$ cat config.mk
export PLATFORM = sky130hd
export DESIGN_NAME = uart_rx_param
export DESIGN_NICKNAME = d
export VERILOG_FILES = /design/src/rtl/uart_rx_param_pkg.sv /design/src/rtl/uart_rx_param_sync2ff.sv /design/src/rtl/uart_rx_param.sv
export SDC_FILE = /design/constraint.sdc
export NUM_CORES = 1
export LEC_CHECK = 0
export BUFFER_PORTS_ARGS = -buffer_cell sky130_fd_sc_hd__buf_2
export CAP_MARGIN = 10
export CORE_ASPECT_RATIO = 0.9
export CORE_MARGIN = 1
export CORE_UTILIZATION = 35
export CTS_BUF_LIST = sky130_fd_sc_hd__clkbuf_4
export CTS_CLUSTER_SIZE = 16
export DETAILED_ROUTE_END_ITERATION = 10
export SYNTH_ARGS = -nofsm -noshare
export SYNTH_HDL_FRONTEND = slang
export SYNTH_SLANG_ARGS = --single-unit
$ cat constraint.sdc
create_clock -name clk -period 2.05 [get_ports clk]
set_input_delay 0.3075 -clock clk [delete_from_list [all_inputs] [get_ports clk]]
set_output_delay 0.3075 -clock clk [all_outputs]
set_load 0.02 [all_outputs]
$ cat src/rtl/uart_rx_param_pkg.sv
// Shared UART definitions: receiver state encoding, parity modes and default bit timing.
package uart_rx_param_pkg;

  localparam logic [2:0] S_IDLE   = 3'd0;
  localparam logic [2:0] S_START  = 3'd1;
  localparam logic [2:0] S_DATA   = 3'd2;
  localparam logic [2:0] S_PARITY = 3'd3;
  localparam logic [2:0] S_STOP   = 3'd4;
  localparam logic [2:0] S_BREAK  = 3'd5;

  typedef enum logic [2:0] {
    RX_IDLE   = S_IDLE,
    RX_START  = S_START,
    RX_DATA   = S_DATA,
    RX_PARITY = S_PARITY,
    RX_STOP   = S_STOP,
    RX_BREAK  = S_BREAK
  } rx_state_t;

  typedef enum logic [1:0] {
    PAR_NONE,
    PAR_EVEN,
    PAR_ODD
  } parity_t;

  localparam int CLKS_PER_BIT_DEF = 434;
  localparam int HALF_BIT_DEF     = 217;

  function automatic parity_t parity_mode(input bit en, input bit odd);
    if (!en) return PAR_NONE;
    return odd ? PAR_ODD : PAR_EVEN;
  endfunction

endpackage

$ cat src/rtl/uart_rx_param_sync2ff.sv
// Two-flop synchronizer for an asynchronous level, with a selectable reset value.
module uart_sync2ff #(
  parameter logic RST_VAL = 1'b1
) (
  input  logic clk,
  input  logic rst,
  input  logic d,
  output logic q
);

  logic meta_reg;
  logic sync_reg;

  always_ff @(posedge clk) begin
    if (rst) begin
      meta_reg <= RST_VAL;
      sync_reg <= RST_VAL;
    end else begin
      meta_reg <= d;
      sync_reg <= meta_reg;
    end
  end

  assign q = sync_reg;

endmodule

$ cat src/rtl/uart_rx_param.sv
// Parametrised UART receiver with glitch rejection, break handling, error flags
// and a one-word valid/ready holding register.
module uart_rx_param
  import uart_rx_param_pkg::*;
#(
  parameter int DW           = 8,
  parameter int CLKS_PER_BIT = CLKS_PER_BIT_DEF,
  parameter int PARITY_EN    = 0,
  parameter int PARITY_ODD   = 0
) (
  input  logic          clk,
  input  logic          rst,
  input  logic          rx_i,
  output logic [DW-1:0] data_o,
  output logic          valid_o,
  input  logic          ready_i,
  output logic          parity_err_o,
  output logic          frame_err_o,
  output logic          overrun_o,
  output logic          busy_o
);

  localparam int H  = CLKS_PER_BIT / 2;
  localparam int CW = $clog2(CLKS_PER_BIT);
  localparam int BW = $clog2(DW + 1);
  localparam logic [CW-1:0] CNT_HALF = CW'(H - 1);
  localparam logic [CW-1:0] CNT_FULL = CW'(CLKS_PER_BIT - 1);
  localparam logic [BW-1:0] LAST_BIT = BW'(DW - 1);
  localparam parity_t PMODE = parity_mode(PARITY_EN != 0, PARITY_ODD != 0);

  logic            rx_s;
  rx_state_t       state_reg;
  logic [CW-1:0]   cnt_reg;
  logic [BW-1:0]   bits_reg;
  logic [DW-1:0]   shift_reg;
  logic            perr_reg;
  logic            ferr_reg;
  logic            deliver_reg;
  logic [DW-1:0]   data_reg;
  logic            valid_reg;
  logic            perr_out_reg;
  logic            ferr_out_reg;
  logic            overrun_reg;

  uart_sync2ff #(.RST_VAL(1'b1)) u_sync (
    .clk (clk),
    .rst (rst),
    .d   (rx_i),
    .q   (rx_s)
  );

  always_ff @(posedge clk) begin
    if (rst) begin
      state_reg    <= RX_IDLE;
      cnt_reg      <= '0;
      bits_reg     <= '0;
      shift_reg    <= '0;
      perr_reg     <= 1'b0;
      ferr_reg     <= 1'b0;
      deliver_reg  <= 1'b0;
      data_reg     <= '0;
      valid_reg    <= 1'b0;
      perr_out_reg <= 1'b0;
      ferr_out_reg <= 1'b0;
      overrun_reg  <= 1'b0;
    end else begin
      deliver_reg <= 1'b0;
      case (state_reg)
        RX_IDLE: begin
          cnt_reg <= '0;
          if (!rx_s) state_reg <= RX_START;
        end
        RX_START: begin
          if (cnt_reg == CNT_HALF) begin
            cnt_reg   <= '0;
            bits_reg  <= '0;
            perr_reg  <= 1'b0;
            state_reg <= rx_s ? RX_IDLE : RX_DATA;
          end else begin
            cnt_reg <= cnt_reg + 1'b1;
          end
        end
        RX_DATA: begin
          if (cnt_reg == CNT_FULL) begin
            cnt_reg   <= '0;
            shift_reg <= {rx_s, shift_reg[DW-1:1]};
            bits_reg  <= bits_reg + 1'b1;
            if (bits_reg == LAST_BIT)
              state_reg <= (PMODE == PAR_NONE) ? RX_STOP : RX_PARITY;
          end else begin
            cnt_reg <= cnt_reg + 1'b1;
          end
        end
        RX_PARITY: begin
          if (cnt_reg == CNT_FULL) begin
            cnt_reg   <= '0;
            perr_reg  <= (^shift_reg) ^ rx_s ^ (PMODE == PAR_ODD);
            state_reg <= RX_STOP;
          end else begin
            cnt_reg <= cnt_reg + 1'b1;
          end
        end
        RX_STOP: begin
          if (cnt_reg == CNT_FULL) begin
            cnt_reg     <= '0;
            deliver_reg <= 1'b1;
            ferr_reg    <= ~rx_s;
            state_reg   <= rx_s ? RX_IDLE : RX_BREAK;
          end else begin
            cnt_reg <= cnt_reg + 1'b1;
          end
        end
        RX_BREAK: begin
          cnt_reg <= '0;
          if (rx_s) state_reg <= RX_IDLE;
        end
        default: begin
          cnt_reg   <= '0;
          state_reg <= RX_IDLE;
        end
      endcase

      // A finished word lands only if the slot is free or being emptied this cycle.
      overrun_reg <= 1'b0;
      if (deliver_reg && (!valid_reg || ready_i)) begin
        data_reg     <= shift_reg;
        perr_out_reg <= perr_reg & (PMODE != PAR_NONE);
        ferr_out_reg <= ferr_reg;
        valid_reg    <= 1'b1;
      end else if (deliver_reg) begin
        overrun_reg <= 1'b1;
      end else if (valid_reg && ready_i) begin
        valid_reg <= 1'b0;
      end
    end
  end

  assign data_o       = data_reg;
  assign valid_o      = valid_reg;
  assign parity_err_o = perr_out_reg;
  assign frame_err_o  = ferr_out_reg;
  assign overrun_o    = overrun_reg;
  assign busy_o       = (state_reg != RX_IDLE);

endmodule

==> impl_metrics.toml, run 1 <==
[pwr]
p_leak_nw = 0.834
p_int_mw = 0.995
irDropWorstVdd_mv = 0.430
power_frac_clock = 0.279
power_density_nw_per_um2 = 718
swShare = 0.279
power_frac_comb = 0.139
power.switching_mw = 0.385
power_frac_seq = 0.582
p_total_mw = 1.38

[placement]
place_congestion = 0.775
pre_cts_ws_ns = 0.285
dp_cells = 252
portBuffers = 15
hpwlAfterDp_mm = 2.02

[final_layout]
antennaDiodeCount = 0
multi_input_area_sq_um = 887
fill_cells = 494
synthToLayoutAreaGrowth_pct = 9.64
layout_commonest_cell = "dfxtp_1"
nNetsFinal = 202
drive_gt1_frac = 0.205
regArea_sq_um = 781
largest_reg_flops = 9
most-common-layout-cells = "dfxtp_1, nor2_1, mux2i_1"
layout.cells.non_filler = 260

[floorplanning]
start_util = 0.363
die_h_um = 69.1
dieArea_sq_um = 5300
die_x_um = 76.6
coreArea_sq_um = 4830
io_pins = 17
row_count = 24

[routing]
wire_per_inst_um = 11.3
wirelength_mm = 2.94
drt.antenna.violating_nets = 0
vias_per_cell = 4.78
vias = 1242
drc_errors = 0
drt_pass1_iterations = 4
drtIter0Drc = 63

[synth]
synth_cell_types = 45
ys_seq_area_frac = 0.445
syn-cell-area_sq_um = 1750
yosysTopAreaCell = "dfxtp_1"
synth.top_cell.area_share = 0.445
synth_top_family_by_area = "simple AND/OR/NAND/NOR gates"
yosys.area_share.xor_xnor = 0.0300
synth_compound_area_frac = 0.0906
ys_warn_count = 0
synthAdderAreaFrac = 0.0286
ys_ff_latch = 39
syn_inst = 178
avgSynthCellArea_sq_um = 9.85
yosys.area_share.simple = 0.239
synthMuxAreaShare = 0.116
synth_area_leaders = "dfxtp_1, mux2i_1, nor2_1"
synth_nets = 186

[timing]
finalWorstSetupSlack_ns = 0.280
hold_violations = 0
tns_ns = 0
relSlewSlack = 0.611
whs_ns = 0.129
rsz0062_at_grt = "false"
fin_worst_skew_ns = 0.0102
clock.fmax_mhz = 565
worst-slew-pin-transition_ns = 0.583
post-route-period-util = 0.863
slew_violations = 0
setup_viol_count_final = 0
post-route-min-period_ns = 1.77

[run_status]
status = "finished, final reports clean"

[critical_path]
rr_worst_depth = 5
path_depth = 5
r2r-start = "cnt_reg[0]"
worstPathCellList = "ha_1, and4bb_2, a22oi_4, a2111oi_4, mux2_1"
cp_num_buf_inv = 0
rrSetupSlack_ns = 0.28
cpPeakStageDelay_ns = 0.44
startpoint = "cnt_reg[0]"
critical_path_class = "register to register"
slowest_stage = "dfxtp_1"
worst_r2r_endpoint = "state_reg[1]"
worstPathRequired_ns = 2.30
crit_path_start_kind = "register"
worstPathArrival_ns = 2.02
cp-endpoint = "state_reg[1]"
cp_top_family = "flip-flops"
cp_max_fo = 6
endpoint_kind = "register"

[clock_tree]
cts_tree = "built"
clock_path_buffers = 2
clock_latency_ns = 0.35
numCtsBuffers = 5
ctsResizeCount = 0
ctsRootBufferMaster = "clkbuf_4"
htree_levels = 2
postCtsSetupRepairBufs = 0
cts.sinks = 39
clkTransAtPathRegs_ns = 0.12
postCtsHoldBufs = 0

[global_route]
grt_pass1_wl_mm = 4.82
grt_use_total = 0.117
antenna_found_initial = 0
overflow = 0
grt_max_degree = 36
first_global_vias = 1053

[job]
cap_violations = 0

[hold_path]
worstHoldPathType = "primary input to register"
[synth_stat cells, drive strengths merged]
cell type  count
mux2           2
and4           1
xor2           4
or4            1
nor2b          2
or2            4
nand3b         3
ha             4
or3            2
xnor2          2
and4b          2
buf            7
nand4          4
a21o           1
nand2b         4
a2111oi        2
a31oi          1
nor2          30
conb           1
o21ai          5
clkbuf         2
and4bb         2
a22oi          2
nor3           1
nand2          4
nor3b          1
inv            6
a21oi          8
nand3          8
nor4b          1
dfxtp         39
or3b           3
o21bai         1
mux2i         18
[final cells by class]
class	instances	area share
clock buffer	5	0.0195
clock inverter	3	0.00781
inverter	6	0.0117
multi-input combinational	124	0.462
sequential	39	0.406
tap	65	0.0423
timing repair buffer	18	0.0508
[logic make-up (layout without fill, tap and decap cells)]
family,count (synthesis),count (layout)
compound gates,20,20
xor+xnor,6,6
fa+ha+maj,4,4
buf+inv,15,32
flops,39,39
mux,20,20
other cells,1,1
simple gates,73,73
[power by group through the flow]
stage,clock network [mW],logic [mW],registers [mW]
5_1_grt,0.443,0.206,0.809
6_report,0.385,0.192,0.804
3_3_place_gp,0,0.193,0.820
4_1_cts,0.405,0.195,0.804
3_5_place_dp,0,0.194,0.821
2_1_floorplan,0,0.204,0.796
[stage by stage]
stage                      util  instance area (sq um)
after global placement    0.387                   1870
after floorplan               -                   1750
after detailed placement  0.387                   1870
after CTS                 0.398                   1920
final                     0.398                   1920
after global routing      0.398                   1920
[how the worst min path moves through the flow]
stage          cells after the start  slack (ns)             from        end
2_1_floorplan                      1        0.39          ready_i  overrun_o
3_3_place_gp                       1        0.39  u_sync.meta_reg   u_sync.q
3_5_place_dp                       1        0.40  u_sync.meta_reg   u_sync.q
4_1_cts                            2        0.11          ready_i  overrun_o
5_1_grt                            2        0.10          ready_i  overrun_o
6_report                           2        0.13          ready_i  overrun_o
[per-layer routing]
| metal | GRT usage | routed length, um | vias to the layer above |
|---|---|---|---|
| met4 | 0.0641 | 55 | 0 |
| met3 | 0.0397 | 92 | 6 |
| li1 | - | - | 645 |
| met5 | 0 | 0 | - |
| met1 | 0.153 | 1590 | 574 |
| met2 | 0.169 | 1210 | 17 |
No activity file was read; power rests on OpenSTA's default activity.
==> run 2: changes to the inputs <==
GPL_TIMING_DRIVEN = 0   (was default)
MAX_ROUTING_LAYER = met4   (was default)
==> run 2 against run 1 <==
  * Global-route usage grew 0.68 points
  * Highest routed layer unchanged
  * Die area did not move
  * Register-to-register slack got worse by 0.05 ns
  * Hold slack better by 0.015 ns
  * Utilization increased by 0.83 points
  * First-iteration DRC count shrank 19%
  * Critical path depth is the same
  * Wire length grew 0.17%
  * Largest cell class unchanged
  * Non-clock buffer count increased by 6
==> impl_metrics.toml, run 2 (same netlist as run 1, synthesis figures left out) <==
[critical_path]
cp_top_family = "flip-flops"
cp_num_buf_inv = 0
crit_path_start_kind = "register"
critical_path_class = "register to register"
endpoint_kind = "register"
worstPathCellList = "ha_1, and4bb_2, a22oi_4, a2111oi_4, mux2_1"
slowest_stage = "dfxtp_1"
worstPathRequired_ns = 2.28
cpPeakStageDelay_ns = 0.43
cp_max_fo = 6
worstPathArrival_ns = 2.05

[final_layout]
antennaDiodeCount = 0
most-common-layout-cells = "dfxtp_1, nor2_1, mux2i_1"
fill_cells = 476
layout_commonest_cell = "dfxtp_1"
nNetsFinal = 208
finish.instance_area_sq_um = 1960
synthToLayoutAreaGrowth_pct = 11.9
utilization = 0.406
drive_gt1_frac = 0.214
largest_reg_flops = 9

[timing]
post-route-period-util = 0.885
post-route-min-period_ns = 1.81
slew_violations = 0
setup_viol_count_final = 0
finalWorstSetupSlack_ns = 0.235
rsz0062_at_grt = "false"
tns_ns = 0
fin_worst_skew_ns = 0.00972
clock.fmax_mhz = 551
hold_violations = 0

[floorplanning]
row_count = 24
die_h_um = 69.1
io_pins = 17
coreArea_sq_um = 4830
die_x_um = 76.6
start_util = 0.363
dieArea_sq_um = 5300

[routing]
wire_per_inst_um = 11.1
drt.antenna.violating_nets = 0
vias_per_cell = 4.68
vias = 1246
drc_errors = 0
drt_pass1_iterations = 4
drtIter0Drc = 51
wirelength_mm = 2.95

[clock_tree]
cts_tree = "built"
ctsResizeCount = 0
ctsRootBufferMaster = "clkbuf_4"
clock_latency_ns = 0.34
cts.sinks = 39
postCtsSetupRepairBufs = 0
htree_levels = 2
clkTransAtPathRegs_ns = 0.12
clock_path_buffers = 2
postCtsHoldBufs = 0
numCtsBuffers = 5

[pwr]
p_leak_nw = 0.853
p_total_mw = 1.40
power_density_nw_per_um2 = 713
irDropWorstVdd_mv = 0.337

[placement]
hpwlAfterDp_mm = 2.09
placed_cell_area_sq_um = 1910
portBuffers = 15
pre_cts_ws_ns = 0.253
place_congestion = 0.734

[job]
cap_violations = 0

[global_route]
grt_max_degree = 13
grt_pass1_wl_mm = 5.08
grt_use_total = 0.124
first_global_vias = 1119
antenna_found_initial = 0
overflow = 0

[run_status]
status = "finished, final reports clean"

[hold_path]
worstHoldPathType = "primary input to register"
run 2: cell count changes in the layout (fill, tap and decap cells not counted):
cell / previous run / this run
buf_6: 0 / 3
buf_2: 15 / 17
buf_4: 3 / 1
clkbuf_1: 0 / 2
buf_1: 0 / 1
run 2: stage by stage:
stage          cells  hold slack [ns]
4_1_cts          266            0.125
3_5_place_dp     258            0.393
6_report         266            0.143
3_3_place_gp     258            0.391
2_1_floorplan    178            0.387
5_1_grt          266            0.120
run 2: worst paths after layout:
kind,startpoint,to,slack (ns),cells after the start
worst max-delay path,cnt_reg[0],state_reg[1],0.24,5
worst min-delay path,ready_i,overrun_o,0.14,2
worst max register to register,cnt_reg[0],state_reg[1],0.24,5
worst min register to register,u_sync.meta_reg,u_sync.q,0.42,1
run 2: report_power, final:
group / internal, mW / switching (mW) / leakage, nW
registers: 0.772 / 0.00820 / 0.315
clock network: 0.128 / 0.248 / 0.0347
logic: 0.118 / 0.126 / 0.504
run 2: routing by layer:
layer	vias up	wire length, um	GRT usage
li1	657	-	-
met3	4	105	0.0358
met2	15	1240	0.172
met1	570	1560	0.165
met4	0	38	0.0577
met5	-	0	-
run 2: final cells by class:
type	instances	area, sq um	share of cell area
well taps	65	81.3	0.0415
clock inverters	3	15.0	0.00765
clock buffers	5	37.5	0.0191
multi-input cells	124	887	0.452
repair buffers	15	75.1	0.0383
flip-flops and latches	39	781	0.398
plain buffers	9	62.6	0.0319
inverters	6	22.5	0.0115
